`src/rtl/sm4_key_sched_if.sv`:
```
// ============================================================================
// Module      : sm4_key_sched_if
// Description : Key-load and round-key read bundle between the key loader /
//               cipher datapath (master) and the SM4 key-expansion engine
//               (slave).
// Revision    : 1.0 - initial release
// ============================================================================
`default_nettype none

interface sm4_key_sched_if;
  logic [127:0] MK_i;
  logic         MK_VALID_i;
  logic         MK_READY_o;
  logic         KEY_READY_o;
  logic [4:0]   RK_ADDR_i;
  logic         DEC_i;
  logic [31:0]  RK_o;
  logic         BUSY_o;

  modport master (
    output MK_i, MK_VALID_i, RK_ADDR_i, DEC_i,
    input  MK_READY_o, KEY_READY_o, RK_o, BUSY_o
  );

  modport slave (
    input  MK_i, MK_VALID_i, RK_ADDR_i, DEC_i,
    output MK_READY_o, KEY_READY_o, RK_o, BUSY_o
  );
endinterface

`default_nettype wire

```
`src/rtl/sm4_key_sched.sv`:
```
// ============================================================================
// Module      : sm4_key_sched
// Description : Iterative SM4 key expansion, RPC rounds per clock. Builds a
//               32-entry round-key table read in encrypt or decrypt order.
// Revision    : 1.0 - initial release
// ============================================================================
`default_nettype none

module sm4_key_sched #(
  parameter int RPC    = 1,
  parameter int RD_REG = 1
) (
  input  wire logic        CLK_i,
  input  wire logic        RST_i,
  sm4_key_sched_if.slave   bus
);

  // Reject round counts that do not tile the 32 rounds evenly.
  generate
    if (!(RPC == 1 || RPC == 2 || RPC == 4 || RPC == 8)) begin : g_bad_rpc
      $error("sm4_key_sched: RPC must be 1, 2, 4 or 8");
    end
  endgenerate

  typedef enum logic [1:0] {
    ST_IDLE   = 2'd0,
    ST_EXPAND = 2'd1,
    ST_DONE   = 2'd2
  } state_t;

  localparam logic [31:0] c_fk [4] = '{32'hA3B1BAC6, 32'h56AA3350, 32'h677D9197, 32'hB27022DC};

  localparam logic [7:0] c_sbox [256] = '{
    8'hd6, 8'h90, 8'he9, 8'hfe, 8'hcc, 8'he1, 8'h3d, 8'hb7, 8'h16, 8'hb6, 8'h14, 8'hc2, 8'h28, 8'hfb, 8'h2c, 8'h05,
    8'h2b, 8'h67, 8'h9a, 8'h76, 8'h2a, 8'hbe, 8'h04, 8'hc3, 8'haa, 8'h44, 8'h13, 8'h26, 8'h49, 8'h86, 8'h06, 8'h99,
    8'h9c, 8'h42, 8'h50, 8'hf4, 8'h91, 8'hef, 8'h98, 8'h7a, 8'h33, 8'h54, 8'h0b, 8'h43, 8'hed, 8'hcf, 8'hac, 8'h62,
    8'he4, 8'hb3, 8'h1c, 8'ha9, 8'hc9, 8'h08, 8'he8, 8'h95, 8'h80, 8'hdf, 8'h94, 8'hfa, 8'h75, 8'h8f, 8'h3f, 8'ha6,
    8'h47, 8'h07, 8'ha7, 8'hfc, 8'hf3, 8'h73, 8'h17, 8'hba, 8'h83, 8'h59, 8'h3c, 8'h19, 8'he6, 8'h85, 8'h4f, 8'ha8,
    8'h68, 8'h6b, 8'h81, 8'hb2, 8'h71, 8'h64, 8'hda, 8'h8b, 8'hf8, 8'heb, 8'h0f, 8'h4b, 8'h70, 8'h56, 8'h9d, 8'h35,
    8'h1e, 8'h24, 8'h0e, 8'h5e, 8'h63, 8'h58, 8'hd1, 8'ha2, 8'h25, 8'h22, 8'h7c, 8'h3b, 8'h01, 8'h21, 8'h78, 8'h87,
    8'hd4, 8'h00, 8'h46, 8'h57, 8'h9f, 8'hd3, 8'h27, 8'h52, 8'h4c, 8'h36, 8'h02, 8'he7, 8'ha0, 8'hc4, 8'hc8, 8'h9e,
    8'hea, 8'hbf, 8'h8a, 8'hd2, 8'h40, 8'hc7, 8'h38, 8'hb5, 8'ha3, 8'hf7, 8'hf2, 8'hce, 8'hf9, 8'h61, 8'h15, 8'ha1,
    8'he0, 8'hae, 8'h5d, 8'ha4, 8'h9b, 8'h34, 8'h1a, 8'h55, 8'had, 8'h93, 8'h32, 8'h30, 8'hf5, 8'h8c, 8'hb1, 8'he3,
    8'h1d, 8'hf6, 8'he2, 8'h2e, 8'h82, 8'h66, 8'hca, 8'h60, 8'hc0, 8'h29, 8'h23, 8'hab, 8'h0d, 8'h53, 8'h4e, 8'h6f,
    8'hd5, 8'hdb, 8'h37, 8'h45, 8'hde, 8'hfd, 8'h8e, 8'h2f, 8'h03, 8'hff, 8'h6a, 8'h72, 8'h6d, 8'h6c, 8'h5b, 8'h51,
    8'h8d, 8'h1b, 8'haf, 8'h92, 8'hbb, 8'hdd, 8'hbc, 8'h7f, 8'h11, 8'hd9, 8'h5c, 8'h41, 8'h1f, 8'h10, 8'h5a, 8'hd8,
    8'h0a, 8'hc1, 8'h31, 8'h88, 8'ha5, 8'hcd, 8'h7b, 8'hbd, 8'h2d, 8'h74, 8'hd0, 8'h12, 8'hb8, 8'he5, 8'hb4, 8'hb0,
    8'h89, 8'h69, 8'h97, 8'h4a, 8'h0c, 8'h96, 8'h77, 8'h7e, 8'h65, 8'hb9, 8'hf1, 8'h09, 8'hc5, 8'h6e, 8'hc6, 8'h84,
    8'h18, 8'hf0, 8'h7d, 8'hec, 8'h3a, 8'hdc, 8'h4d, 8'h20, 8'h79, 8'hee, 8'h5f, 8'h3e, 8'hd7, 8'hcb, 8'h39, 8'h48
  };

  // CK word for round i: byte j (j=0 is MSB) is (4*i+j)*7 with 8-bit wrap.
  function automatic logic [31:0] ck_word(input logic [4:0] i);
    logic [31:0] w;
    logic [7:0]  b;
    w = '0;
    for (int j = 0; j < 4; j++) begin
      b = 8'({i, 2'(j)});
      w[31-8*j -: 8] = b * 8'd7;
    end
    return w;
  endfunction

  // Key-schedule T': byte-wise S-box followed by L'(y) = y ^ y<<<13 ^ y<<<23.
  function automatic logic [31:0] t_prime(input logic [31:0] x);
    logic [31:0] y;
    y = '0;
    for (int b = 0; b < 4; b++) begin
      y[8*b +: 8] = c_sbox[x[8*b +: 8]];
    end
    return y ^ {y[18:0], y[31:19]} ^ {y[8:0], y[31:9]};
  endfunction

  state_t      state_q, state_d;
  logic [4:0]  cnt_q, cnt_d;
  logic        key_ready_q, key_ready_d;
  logic [31:0] kwin_q [4];
  logic [31:0] kwin_d [4];
  logic [31:0] rk_tbl_q [32];
  logic [31:0] rk_tbl_d [32];

  logic [31:0] w_win [4];
  logic [31:0] w_new;
  logic [4:0]  w_round;
  logic [4:0]  w_rd_idx;

  // Next-state logic: key accept, RPC chained rounds per cycle, table writes.
  always_comb begin
    state_d     = state_q;
    cnt_d       = cnt_q;
    key_ready_d = key_ready_q;
    kwin_d      = kwin_q;
    rk_tbl_d    = rk_tbl_q;
    w_win       = kwin_q;
    w_new       = '0;
    w_round     = '0;
    case (state_q)
      ST_IDLE, ST_DONE: begin
        if (bus.MK_VALID_i) begin
          state_d     = ST_EXPAND;
          cnt_d       = '0;
          key_ready_d = 1'b0;
          for (int j = 0; j < 4; j++) begin
            kwin_d[j] = bus.MK_i[127-32*j -: 32] ^ c_fk[j];
          end
        end
      end
      ST_EXPAND: begin
        for (int r = 0; r < RPC; r++) begin
          w_round           = cnt_q + 5'(r);
          w_new             = w_win[0] ^ t_prime(w_win[1] ^ w_win[2] ^ w_win[3] ^ ck_word(w_round));
          rk_tbl_d[w_round] = w_new;
          w_win[0]          = w_win[1];
          w_win[1]          = w_win[2];
          w_win[2]          = w_win[3];
          w_win[3]          = w_new;
        end
        kwin_d = w_win;
        cnt_d  = cnt_q + 5'(RPC);
        // Last batch: table complete, counter returns to 0 for the next key.
        if (cnt_q == 5'(32 - RPC)) begin
          state_d     = ST_DONE;
          key_ready_d = 1'b1;
          cnt_d       = '0;
        end
      end
      default: state_d = ST_IDLE;
    endcase
  end

  // State, key window and table registers; reset wipes every stored key.
  always_ff @(posedge CLK_i or posedge RST_i) begin
    if (RST_i) begin
      state_q     <= ST_IDLE;
      cnt_q       <= '0;
      key_ready_q <= 1'b0;
      for (int j = 0; j < 4; j++) kwin_q[j] <= '0;
      for (int e = 0; e < 32; e++) rk_tbl_q[e] <= '0;
    end else begin
      state_q     <= state_d;
      cnt_q       <= cnt_d;
      key_ready_q <= key_ready_d;
      kwin_q      <= kwin_d;
      rk_tbl_q    <= rk_tbl_d;
    end
  end

  assign w_rd_idx        = bus.DEC_i ? (5'd31 - bus.RK_ADDR_i) : bus.RK_ADDR_i;
  assign bus.MK_READY_o  = (state_q == ST_IDLE) || (state_q == ST_DONE);
  assign bus.BUSY_o      = (state_q == ST_EXPAND);
  assign bus.KEY_READY_o = key_ready_q;

  generate
    if (RD_REG != 0) begin : g_rd_reg
      logic [31:0] rd_q, rd_d;

      // Capture only from a valid table so a freshly completed table never exposes old data.
      always_comb begin
        rd_d = key_ready_q ? rk_tbl_q[w_rd_idx] : '0;
      end

      // Registered read port.
      always_ff @(posedge CLK_i or posedge RST_i) begin
        if (RST_i) rd_q <= '0;
        else       rd_q <= rd_d;
      end

      assign bus.RK_o = key_ready_q ? rd_q : '0;
    end else begin : g_rd_comb
      assign bus.RK_o = key_ready_q ? rk_tbl_q[w_rd_idx] : '0;
    end
  endgenerate

endmodule

`default_nettype wire

```
`src/flat_wrapper.sv`:
```
// flat-port wrapper written by rule: the top's interface ports become plain ports
module sm4_key_sched_flat 
#(
  parameter int RPC    = 1,
  parameter int RD_REG = 1
)
  (CLK_i, RST_i, bus_MK_i, bus_MK_VALID_i, bus_RK_ADDR_i, bus_DEC_i, bus_MK_READY_o, bus_KEY_READY_o, bus_RK_o, bus_BUSY_o);
  sm4_key_sched_if bus_i ();
  input  wire logic CLK_i;
  input  wire logic RST_i;
  input wire logic [$bits(bus_i.MK_i)-1:0] bus_MK_i;
  input wire logic [$bits(bus_i.MK_VALID_i)-1:0] bus_MK_VALID_i;
  input wire logic [$bits(bus_i.RK_ADDR_i)-1:0] bus_RK_ADDR_i;
  input wire logic [$bits(bus_i.DEC_i)-1:0] bus_DEC_i;
  output wire logic [$bits(bus_i.MK_READY_o)-1:0] bus_MK_READY_o;
  output wire logic [$bits(bus_i.KEY_READY_o)-1:0] bus_KEY_READY_o;
  output wire logic [$bits(bus_i.RK_o)-1:0] bus_RK_o;
  output wire logic [$bits(bus_i.BUSY_o)-1:0] bus_BUSY_o;
  assign bus_i.MK_i = bus_MK_i;
  assign bus_i.MK_VALID_i = bus_MK_VALID_i;
  assign bus_i.RK_ADDR_i = bus_RK_ADDR_i;
  assign bus_i.DEC_i = bus_DEC_i;
  assign bus_MK_READY_o = bus_i.MK_READY_o;
  assign bus_KEY_READY_o = bus_i.KEY_READY_o;
  assign bus_RK_o = bus_i.RK_o;
  assign bus_BUSY_o = bus_i.BUSY_o;
  sm4_key_sched #(.RPC(RPC), .RD_REG(RD_REG)) u_core (.CLK_i(CLK_i), .RST_i(RST_i), .bus(bus_i));
endmodule
```
`config.mk`:
```
export PLATFORM = sky130hd
export DESIGN_NAME = sm4_key_sched_flat
export DESIGN_NICKNAME = d
export VERILOG_FILES = /design/src/rtl/sm4_key_sched_if.sv /design/src/rtl/sm4_key_sched.sv /design/src/flat_wrapper.sv
export SDC_FILE = /design/constraint.sdc
export NUM_CORES = 2
export LEC_CHECK = 0
export ABC_AREA = 1
export BUFFER_PORTS_ARGS = -buffer_cell sky130_fd_sc_hd__buf_2
export CAP_MARGIN = 20
export CORE_ASPECT_RATIO = 0.7
export CORE_UTILIZATION = 60
export CTS_BUF_LIST = sky130_fd_sc_hd__clkbuf_8
export DETAILED_ROUTE_END_ITERATION = 8
export HOLD_SLACK_MARGIN = 0.12
export PLACE_DENSITY_LB_ADDON = 0.1
export SLEW_MARGIN = 20
export SYNTH_ARGS = -nofsm -noshare
export SYNTH_HDL_FRONTEND = slang
export SYNTH_SLANG_ARGS = --single-unit
```
`constraint.sdc`:
```
create_clock -name CLK_i -period 71.6 [get_ports CLK_i]
set_input_delay 7.16 -clock CLK_i [delete_from_list [all_inputs] [get_ports CLK_i]]
set_output_delay 7.16 -clock CLK_i [all_outputs]
set_load 0.01 [all_outputs]
```
==> results.cfg <==
[global_routing]
grt_pass1_wl_um = 472000
grt_start_max_net_pins = 173
met2_usage_pct = 64.9
antenna_found_initial = 16
grt_pass1_vias = 77007
gr-usage-met1_pct = 69.4
met3_usage_pct = 24.4
grt_use_total_pct = 50.3
grt-busiest-layer = met1
grt_overflow = 0

[placed_design]
pre_cts_ws_ns = 59.88
hpwl_um = 202000
gp_congestion = 1.07
port_buffers = 171

[critical_path]
worst-setup-path-type = in -> reg
startpoint = bus_DEC_i
rrSetupSlack_ns = 65.06
r2r_start = u_core.cnt_q[2]
cp.required_ns = 72.47
endpoint_kind = register
cp_max_fo = 151
critical_path.slowest_cell = buf_4
reg2reg_depth = 19
path_depth = 12
max_stage_delay_ns = 0.99
cp_common_cell = nand3_1
worstPathArrival_ns = 11.66
crit_chain = buf_2 > or2_2 > nand2_4 > inv_8 > buf_4 > buf_4 > nand2_1 > nand3_1 > nand3_1 > nand3_1 > nand3_1 > a21oi_1
r2r_end = u_core.kwin_q[17]
path_delay_family = buffers and inverters
crit_end = u_core.g_rd_reg.rd_q[23]
cp_num_buf_inv = 4
cp-start-kind = input port

[timing]
fin_ws_ns = 60.80
hold_viol_final = 0
period_minus_slack_ns = 10.80
fin_skew_ns = 0.0920
maxSlewViolCount = 0
min_period_over_period_pct = 15.1
setup_violations = 0
tns_ns = 0
max_freq_mhz = 92.6
fin_hold_ws_ns = 0.480
worstMarginPinSlew_ns = 1.24
rsz0062_at_grt = false
slew_headroom_pct = 17.3

[cts]
clock_latency_ns = 1.00
htree_num_levels = 4
cts_hold_buf = 0
clock_sinks = 1192
cts_tree = yes
clk_path_buf_depth = 3
cts_made_buffers = 180
post_cts_buffers = 0
ctsResizeCount = 0
cts_root_buf = clkbuf_8
clkTransAtPathRegs_ns = 0.06

[cells_and_area]
drive_gt1_share_pct = 7.42
utilization_pct = 64.7
nets = 10988
areaGrowthSynthToFinish_pct = 5.98

[floorplan]
die_area_um2 = 124000
core.rowCount = 106
pin_count = 172
dieHeight_um = 295
coreArea_um2 = 120000
chipWidth_um = 420
initial_core_util_pct = 61.0

[routing]
vias = 83089
wl_per_cell_um = 25.1
drt-total-wl_um = 316000
antenna_left = 0
post_drt_via_cell_ratio = 6.61
drc = 26
drt_iter0_markers = 16001
drt-pass1-iter-count = 9

[yosys]
synth.area.top_cells = dfrtp_1 41%, nand2_1 26%, nand3_1 18%, clkbuf_1 2.5%, inv_1 1.8%
synth-adder-area-share_pct = 0.964
synth_nets = 11305
synth.most_common_cell = nand2_1
ys_seq_elements = 1192
synthFlopType = dfrtp_1
yosys.area_share.simple_pct = 47.0
synth_compound_area_share_pct = 3.42
synth_top_family_by_area = simple AND/OR/NAND/NOR gates
synthArstFlopShare_pct = 100
ys_warn_count = 0
netlist_instances = 11115
yosys.area.top_type = dfrtp_1
muxShareOfSynthArea_pct = 0
avgSynthCellArea_um2 = 6.61
synthesis.area_um2 = 73500
yosysTopAreaCellShare_pct = 40.6
synth_xor_area_share_pct = 0.753
synth_edf_count = 0
yosys-top-cells-count = 5115 x nand2_1, 2648 x nand3_1, 1192 x dfrtp_1
ys_types = 42
yosysSeqAreaShare_pct = 40.6

[hold_path]
hold_class = reg -> reg

[run_status]
violations = design-rule violations
status = complete, but fails checks

[job]
drv_cap = 0
==> tightest hold or removal path, delay by kind of cell (launching register included) <==
| kind | cells | cell delay, ns |
|---|---|---|
| flip-flops | 1 | 0.34 |
| AND/OR/NAND/NOR | 2 | 0.10 |
==> layout by cell type, fill, tap and decap left out, types with 5 or more instances in the layout <==
master      Yosys  final
buf_4         112    141
nor2_1        220    186
nand3_2        17     17
nand3b_1        8      8
nor3_1         12     12
diode_2         0     13
o21ai_0       120    119
clkinv_1        6      5
nor2_4          6     40
nor2_2         14     14
clkbuf_8        0    226
nand4_1        19     19
o211ai_1       55     55
inv_1         357    414
a21oi_1        99     99
clkinvlp_4      0      5
inv_8           0      5
nand3_1      2648   2648
nand2_1      5115   5107
ha_1           47     47
o21ai_1        30     31
o21bai_1        5      5
dfrtp_1      1192   1192
inv_12          0      5
nand2_4        13     16
nand2_2        76     81
fa_1            6      6
inv_2          39     41
clkinv_2        0     15
a31oi_1        55     55
xnor2_1        32     28
xnor2_2         3      5
o22ai_1        65     65
xor2_1         20     17
buf_2         169    171
==> stage by stage <==
stage                     cell area [µm²]  instances
after global routing                77800      12563
after CTS                           77700      12552
final                               77900      12569
after global placement              74100      12232
after floorplan                     73500      11115
after detailed placement            74100      12232
==> area by class of cell <==
cell class / instances / area, µm²
diodes: 13 / 32.5
clock buffers: 226 / 3110
clock inverters: 94 / 524
fillers: 10728 / 42600
inverters: 402 / 1540
multi-input cells: 8701 / 38700
flip-flops and latches: 1192 / 29800
well taps: 1620 / 2030
repair buffers: 321 / 2110
==> logic make-up after synthesis <==
| group | Yosys count |
|---|---|
| flip-flops | 1192 |
| buffers and inverters | 1222 |
| AND/OR/NAND/NOR | 8153 |
| AO/OA/AOI/OAI | 437 |
| adder cells (fa/ha/maj) | 53 |
| XOR/XNOR | 58 |
==> sequential cells by signal, indices dropped and copies added, names as in the netlist <==
signal                  count
u_core.bus.KEY_READY_o      1
u_core.cnt_q                5
u_core.g_rd_reg.rd_q       32
u_core.kwin_q             128
u_core.rk_tbl_q          1024
u_core.state_q              2
==> routing by layer <==
metal  routed length [µm]  vias up
met2               122000     7584
met5                  120        -
met4                17400       14
li1                     -    35225
met3                58800     1440
met1               118000    38826
==> worst min-delay path by stage <==
| stage | start | depth (start not counted) | endpoint | slack, ns |
|---|---|---|---|---|
| floorplan | u_core.rk_tbl_q[1002] | 2 | u_core.rk_tbl_q[1002] | 0.45 |
| global placement | u_core.rk_tbl_q[705] | 2 | u_core.rk_tbl_q[705] | 0.46 |
| detailed placement | u_core.rk_tbl_q[748] | 2 | u_core.rk_tbl_q[748] | 0.47 |
| CTS | u_core.rk_tbl_q[351] | 2 | u_core.rk_tbl_q[351] | 0.48 |
| global route | u_core.rk_tbl_q[501] | 2 | u_core.rk_tbl_q[501] | 0.49 |
| finish | u_core.rk_tbl_q[316] | 2 | u_core.rk_tbl_q[316] | 0.48 |
Power is not shown: default switching activity piles up to over one toggle a cycle in this logic, so the estimate is an artifact.
